--- src/rtl/keypad_scanner.sv ---
// keypad_scanner: 4x4 active-low matrix keypad scanner with debounce and a hex entry shift register
module keypad_scanner #(
    parameter int SCAN_DIV       = 50000,
    parameter int DEBOUNCE_TICKS = 20
) (
    input  logic        clk,
    input  logic        rst_n,
    input  logic [3:0]  col,
    input  logic        clr,
    output logic [3:0]  row,
    output logic        key_valid,
    output logic [3:0]  key_code,
    output logic [31:0] number
);
    localparam int PW = $clog2(SCAN_DIV);
    localparam int CW = $clog2(DEBOUNCE_TICKS + 1);
    localparam logic [PW-1:0] PRE_MAX = PW'(SCAN_DIV - 1);
    localparam logic [CW-1:0] DB_MAX  = CW'(DEBOUNCE_TICKS);
    localparam logic [CW-1:0] DB_ONE  = CW'(1);

    typedef enum logic [1:0] {SCAN, DEBOUNCE, HELD, RELEASE} state_e;

    state_e        state_q, state_d;
    logic [3:0]    col_meta_q, col_sync_q;
    logic [PW-1:0] pre_q;
    logic [1:0]    row_idx_q, row_idx_d;
    logic [1:0]    cidx_q, cidx_d;
    logic [CW-1:0] dcnt_q, dcnt_d;
    logic          valid_q, fire;
    logic [3:0]    code_q;
    logic [31:0]   number_q;
    logic          tick, single;
    logic [1:0]    cidx;
    logic [CW-1:0] dcnt_inc;

    assign tick     = pre_q == PRE_MAX;
    assign single   = (col_sync_q == 4'b1110) | (col_sync_q == 4'b1101) |
                      (col_sync_q == 4'b1011) | (col_sync_q == 4'b0111);
    assign cidx     = {~col_sync_q[3] | ~col_sync_q[2], ~col_sync_q[3] | ~col_sync_q[1]};
    assign dcnt_inc = dcnt_q + 1'b1;

    assign row       = ~(4'b0001 << row_idx_q);
    assign key_valid = valid_q;
    assign key_code  = code_q;
    assign number    = number_q;

    // two-flop synchronizer for the asynchronous column lines (idle high)
    always_ff @(posedge clk or negedge rst_n) begin
        if (!rst_n) begin
            col_meta_q <= 4'hF;
            col_sync_q <= 4'hF;
        end else begin
            col_meta_q <= col;
            col_sync_q <= col_meta_q;
        end
    end

    // scan prescaler; tick marks the last count before wrap
    always_ff @(posedge clk or negedge rst_n) begin
        if (!rst_n) pre_q <= '0;
        else        pre_q <= tick ? '0 : pre_q + 1'b1;
    end

    // FSM state, scanned row, latched column and debounce counter
    always_ff @(posedge clk or negedge rst_n) begin
        if (!rst_n) begin
            state_q   <= SCAN;
            row_idx_q <= 2'd0;
            cidx_q    <= 2'd0;
            dcnt_q    <= '0;
        end else begin
            state_q   <= state_d;
            row_idx_q <= row_idx_d;
            cidx_q    <= cidx_d;
            dcnt_q    <= dcnt_d;
        end
    end

    // next-state logic; every transition waits for a scan tick
    always_comb begin
        state_d   = state_q;
        row_idx_d = row_idx_q;
        cidx_d    = cidx_q;
        dcnt_d    = dcnt_q;
        fire      = 1'b0;
        if (tick) begin
            case (state_q)
                SCAN: begin
                    if (single) begin
                        cidx_d  = cidx;
                        dcnt_d  = DB_ONE;
                        fire    = DB_ONE == DB_MAX;
                        state_d = fire ? HELD : DEBOUNCE;
                    end else begin
                        row_idx_d = row_idx_q + 2'd1;
                    end
                end
                DEBOUNCE: begin
                    if (single && cidx == cidx_q) begin
                        dcnt_d  = dcnt_inc;
                        fire    = dcnt_inc == DB_MAX;
                        state_d = fire ? HELD : DEBOUNCE;
                    end else begin
                        state_d = SCAN;
                    end
                end
                HELD: begin
                    if (!single) begin
                        dcnt_d    = DB_ONE;
                        state_d   = (DB_ONE == DB_MAX) ? SCAN : RELEASE;
                        row_idx_d = (DB_ONE == DB_MAX) ? row_idx_q + 2'd1 : row_idx_q;
                    end
                end
                RELEASE: begin
                    if (!single) begin
                        dcnt_d    = dcnt_inc;
                        state_d   = (dcnt_inc == DB_MAX) ? SCAN : RELEASE;
                        row_idx_d = (dcnt_inc == DB_MAX) ? row_idx_q + 2'd1 : row_idx_q;
                    end else begin
                        state_d = HELD;
                    end
                end
                default: state_d = SCAN;
            endcase
        end
    end

    // key pulse, key code capture and hex entry shift; clear only touches the entry register
    always_ff @(posedge clk or negedge rst_n) begin
        if (!rst_n) begin
            valid_q  <= 1'b0;
            code_q   <= 4'h0;
            number_q <= 32'h0;
        end else begin
            valid_q <= fire;
            if (fire) code_q <= {row_idx_q, cidx_d};
            if (clr)          number_q <= 32'h0;
            else if (valid_q) number_q <= {number_q[27:0], code_q};
        end
    end
endmodule

--- config.mk ---
export PLATFORM = sky130hd
export DESIGN_NAME = keypad_scanner
export DESIGN_NICKNAME = d
export VERILOG_FILES = /design/src/rtl/keypad_scanner.sv
export SDC_FILE = /design/constraint.sdc
export NUM_CORES = 1
export LEC_CHECK = 0
export CORE_MARGIN = 5
export CORE_UTILIZATION = 53
export CTS_BUF_LIST = sky130_fd_sc_hd__clkbuf_16
export CTS_CLUSTER_DIAMETER = 100
export DETAILED_ROUTE_END_ITERATION = 16
export GPL_TIMING_DRIVEN = 0
export PLACE_DENSITY_LB_ADDON = 0.08
export SYNTH_ARGS = -nofsm -noshare
export SYNTH_HDL_FRONTEND = slang
export SYNTH_SLANG_ARGS = --single-unit
--- constraint.sdc ---
create_clock -name clk -period 2.8 [get_ports clk]
set_clock_uncertainty 0.05 [all_clocks]
set_input_delay 0.56 -clock clk [delete_from_list [all_inputs] [get_ports clk]]
set_output_delay 0.56 -clock clk [all_outputs]
set_load 0.05 [all_outputs]
# Word level (Yosys, flattened, before mapping)
# Index checks and enable logic that the tools add are counted.
[totals]
wordCells = 71
out_inout_bits = 41
in_bits = 7
reg_bits = 72
[op_classes]
muxes = 25
n_eq_ne = 16
bitwise_logic = 9
add_sub_neg = 3
reduce_logical = 7
shifts = 1
[op_table]
columns = ["op", "n"]
rows = [
  ["$mux 32", 2],
  ["$mux 2", 12],
  ["$mux 5", 4],
  ["$pmux 5 s4", 1],
  ["$add 16x1->16 const B", 1],
  ["$eq 16x16->1 const B", 1],
  ["$mux 16", 1],
  ["$eq 4x4->1 const B", 3],
  ["$ne 2x2->1 const B", 6],
  ["$reduce_and 5->1", 2],
  ["$pmux 2 s4", 1],
  ["$add 5x1->5 const B", 1],
  ["$eq 5x5->1 const B", 1],
  ["$or 1x1->1", 5],
  ["$eq 2x2->1 const B", 2],
  ["$eq 4x3->1 const B", 1],
  ["$not 4->4", 1],
  ["$pmux 2 s2", 1],
  ["$reduce_bool 2->1", 2],
  ["$shl 1x2->4 const A", 1],
  ["$mux 1", 3],
  ["$not 1->1", 3],
  ["$reduce_and 3->1", 1],
  ["$add 2x1->2 const B", 1],
  ["4 further kinds", 4],
]

# Logic depth before layout (Yosys ltp)
[logic_depth]
word_depth = 8
ltp_mapped = 7
ltp_nobuf = 6

# Least setup slack after synthesis
# Ideal clock, no wire load.
[synth_timing]
kind = "register to register"
start = "register col_sync_q[1]"
end = "register code_q[0] (netlist: key_code[0])"
arrival_ns = 1.840
setup_ns = 0.125
path_buffers = 0
required_time_ns = 2.625
stages_incl_launch_ff = 6
period_less_slack_ns = 2.014
slack_ns = 0.786
path_cell_list = "dfstp_2 or3b_1 a211oi_2 a41oi_1 nor3_4 mux2_2"
[synth_via]
elab_chain_cells = 8
word_cells_on_any_way = 17
cone_classes = "5 x eq/ne; 6 x mux; 5 x bitwise; 1 x reduce/logical"
[synth_rtl]
columns = ["element", "line_no", "rtl"]
rows = [
  ["start, declared", "24", "logic [3:0] col_meta_q, col_sync_q;"],
  ["start signal, assigned", "54", "col_sync_q <= col_meta_q;"],
  ["$eq 4x4->1", "37", "assign single = (col_sync_q == 4'b1110) | (col_sync_q == 4'b1101) |"],
  ["$or 1x1->1 (2 in a row)", "37", ""],
  ["$or 1x1->1", "38", "(col_sync_q == 4'b1011) | (col_sync_q == 4'b0111);"],
  ["$logic_and 1x1->1 (*)", "99", "if (single && cidx == cidx_q) begin"],
  ["$mux 1 (*)", "99", ""],
  ["$mux 1 (*)", "n/a", ""],
  ["$mux 1 (*)", "86", "if (tick) begin"],
  ["named net fire", "29", "logic valid_q, fire;"],
  ["end signal, assigned", "136", "if (fire) code_q <= {row_idx_q, cidx_d};"],
  ["end, declared", "30", "logic [3:0] code_q;"],
]
# The timed path passes the listed nets; every way through them passes the cells marked *.
# A chain may end at the register's enable or synchronous reset.

# Worst setup path in the final report
[layout_timing]
start = "register row_idx_q[0]"
end = "output port row[0]"
[layout_via]
elab_chain_cells = 2
[layout_rtl]
columns = ["element", "line_no", "rtl"]
rows = [
  ["start, declared", "26", "logic [1:0] row_idx_q, row_idx_d;"],
  ["start signal, assigned", "73", "row_idx_q <= row_idx_d;"],
  ["$shl 1x2->4", "42", "assign row = ~(4'b0001 << row_idx_q);"],
  ["$not 4->4", "42", ""],
  ["end, declared", "10", "output logic [3:0] row,"],
]
# Every way passes these cells.

==> out/qor.yml <==
run_status:
  status: "completed"
setup_path:
  cp_max_fo: 4
  worstPathRequired_ps: 2190
  crit_type: "flop to output port"
  start_kind: "flop"
  cp.arrival_ps: 1870
  end_kind: "output port"
pwr:
  p_clk_share_pct: 49.6
  ir_drop_mv: 0.384
  swShare_pct: 20.5
  pwr-share-seq_pct: 48.2
  power_frac_comb_pct: 2.1
  leakage_uw: 0.00177
  p_switching_uw: 450
  p_int_uw: 1740
  powerDensity_nw_per_um2: 550
logic_synthesis:
  yosysUniqueCellTypes: 43
  synth-seq-cells: 72
  ys_seq_area_share_pct: 57.7
  syn_area_um2: 3140
  synth_fp_nets: 275
  netlist_instances: 262
  avgSynthCellArea_um2: 12.0
  yosys_warnings: 0
clock_tree:
  cts_root_buffer: "clkbuf_16"
  cts_tree: "done"
  htree_levels: 3
  numCtsBuffers: 9
  path_clk_slew_ps: 50
  cts_setup_buffers: 0
  hold_buffers: 0
  ctsResizeCount: 0
  cts_num_sinks: 72
  clk_path_buf_depth: 2
  clk-insertion-delay-late_ps: 320
floorplanning:
  die_h_um: 87.0
  core-area_um2: 5850
  start_util_pct: 53.7
  fp.dieW_um: 87.0
  dieArea_um2: 7560
  row_count: 28
  pin_count: 48
detailed_routing:
  vias: 2129
  wl_per_cell_um: 14.7
  antenna_left: 0
  drc_errors: 0
  initialDrtViolationCount: 73
  drt-total-wl_um: 5850
  wl_met2_um: 2810
  dr.max_layer_used: "met4"
  vias_per_cell: 5.34
  route.met3.wl_um: 319
  first_pass_iters: 4
  drt-met1-wl_um: 2670
sta:
  fin_crit_ps: 2480
  setup_viol: 0
  final-max-slew-violation-count: 0
  grt_setup_unrepaired: "no"
  fin_ws_ps: 315
  relSlewSlack_pct: 42.0
  worst_pin_slew_ps: 870
  finalHoldViolations: 0
  fin_hold_ws_ps: 304
  fin_crit_sh_pct: 88.7
  max_freq_mhz: 402
finish:
  antenna_cells: 0
  final_nets: 333
  mostFrequentLayoutCells: "dfrtp_1 (64), nor2_1 (46), clkdlybuf4s50_1 (46)"
  post-route-cell-area_um2: 3990
  final_common_cell: "dfrtp_1"
  fillers: 446
  areaGrowthSynthToFinish_pct: 27.0
  stdcell_count: 399
  drive_above_1_share_pct: 11.1
placed_design:
  dp_cells: 384
  gp_congestion: 0.843
  hpwl_um: 3970
  post-place-ws_ps: 620
  io_buffers: 47
  placed_cell_area_um2: 3700
worst_hold_path:
  hold_path.class: "flop to flop"
global_route:
  grt_use_total_pct: 17.1
  grt_pass1_wl_um: 9970
  overflow: 0
  grt_max_degree: 73
  antenna_found_initial: 0
  grt_pass1_vias: 2070
job:
  cap_violations: 0
## registers in the layout (all words and copies together), names as in the netlist
signal / cells
col_sync_q: 4
row_idx_q: 2
dcnt_q: 5
state_q: 2
number: 32
col_meta_q: 4
pre_q: 16
cidx_q: 2
key_code: 4
key_valid: 1
## layer usage
metal  vias to the layer above  GRT usage, %
met2                        46          26.4
li1                       1027             -
met4                         0          7.22
met5                         -             0
met1                      1052          22.9
met3                         4          4.26
## power by group through the flow
stage / clock network (uW) / logic, uW / registers [uW]
after global routing: 1160 / 55.0 / 1060
after detailed placement: 0 / 49.0 / 1080
after global placement: 0 / 49.0 / 1080
after floorplan: 0 / 16.5 / 1070
after CTS: 1110 / 49.4 / 1060
final: 1090 / 47.2 / 1060
## path summary, 6_finish.rpt
path / start / endpoint / slack (ps) / depth (start not counted)
max: row_idx_q[0]$_DFFE_PN0P_ / row[0] / 320 / 4
min: col_meta_q[3]$_DFF_PN1_ / col_sync_q[3]$_DFF_PN1_ / 300 / 0
max reg2reg: col_sync_q[1]$_DFF_PN1_ / key_code[0]$_DFFE_PN0P_ / 640 / 5
min reg2reg: col_meta_q[3]$_DFF_PN1_ / col_sync_q[3]$_DFF_PN1_ / 300 / 0
max in group asynchronous: rst_n / pre_q[7]$_DFF_PN0_ / 1830 / 1
min in group asynchronous: rst_n / number[28]$_DFFE_PN0P_ / 310 / 1
## synthesized netlist by cell type
library cell  number  area share [%]
a211oi_2           1            0.40
a21oi_1            1            0.16
a221o_1            1            0.32
a31oi_1            1            0.20
a41o_2             1            0.36
a41oi_1            1            0.28
and2_1             1            0.20
and3_1             5             1.0
and4_1             1            0.28
and4b_1            1            0.32
and4bb_1           1            0.40
buf_1              3            0.36
buf_2              1            0.16
clkbuf_1           6            0.72
dfrtp_1           64              51
dfstp_2            8             6.7
ha_1               6             2.4
inv_1              9             1.1
mux2_2             7             2.5
mux2i_1           35              11
nand2_1            9             1.1
nand2b_1           1            0.20
nand3_1            8             1.3
nand3b_1           2            0.48
nand4_1            2            0.40
nand4b_1           2            0.56
nor2_1            46             5.5
nor2b_1            2            0.40
nor3_1             2            0.32
nor3_4             1            0.52
nor3b_1            2            0.48
nor4b_1            1            0.28
nor4bb_1           1            0.32
o2111a_1           2            0.72
o211a_1            1            0.32
o211ai_2           1            0.40
o21ai_0            3            0.48
o22a_1             3            0.84
o22ai_1            1            0.20
o311ai_2           1            0.52
or3b_1             1            0.28
xnor2_1            6             1.7
xor2_1            10             2.8
## worst max-delay path, cell delays in order (launching register included)
cell	delay (ps)
dfrtp_1	390
inv_1	100
ha_1	210
inv_1	50
clkdlybuf4s50_1	790
## per-stage QoR
step / TNS, ps / util [%] / power [uW]
after global routing: 0 / 68.2 / 2270
after detailed placement: 0 / 63.3 / 1130
final: 0 / 68.2 / 2190
after CTS: 0 / 68.2 / 2220
after floorplan: 0 / - / 1090
after global placement: -84570 / 63.3 / 1120
## final cells by class
cell class	instances	area [um2]	area share, %
flip-flops and latches	72	1810	45.4
multi-input cells	171	1250	31.5
repair buffers	47	468	11.7
clock buffers	9	225	5.65
well taps	75	93.8	2.35
clock inverters	6	61.3	1.54
plain buffers	10	38.8	0.973
inverters	9	33.8	0.847
## kinds of logic (layout without fill, tap and decap cells)
group / Yosys count / count (layout) / share of synthesized area, %
DFF: 72 / 72 / 57.7
and+or+nand+nor: 89 / 89 / 14.3
buffers and inverters: 19 / 81 / 2.31
AOI/OAI and AO/OA: 18 / 18 / 5.18
adders and majority gates: 6 / 6 / 2.39
muxes: 42 / 42 / 13.7
xor gates and xnor gates: 16 / 16 / 4.46
Note: power is estimated with default switching activity, not from simulation.
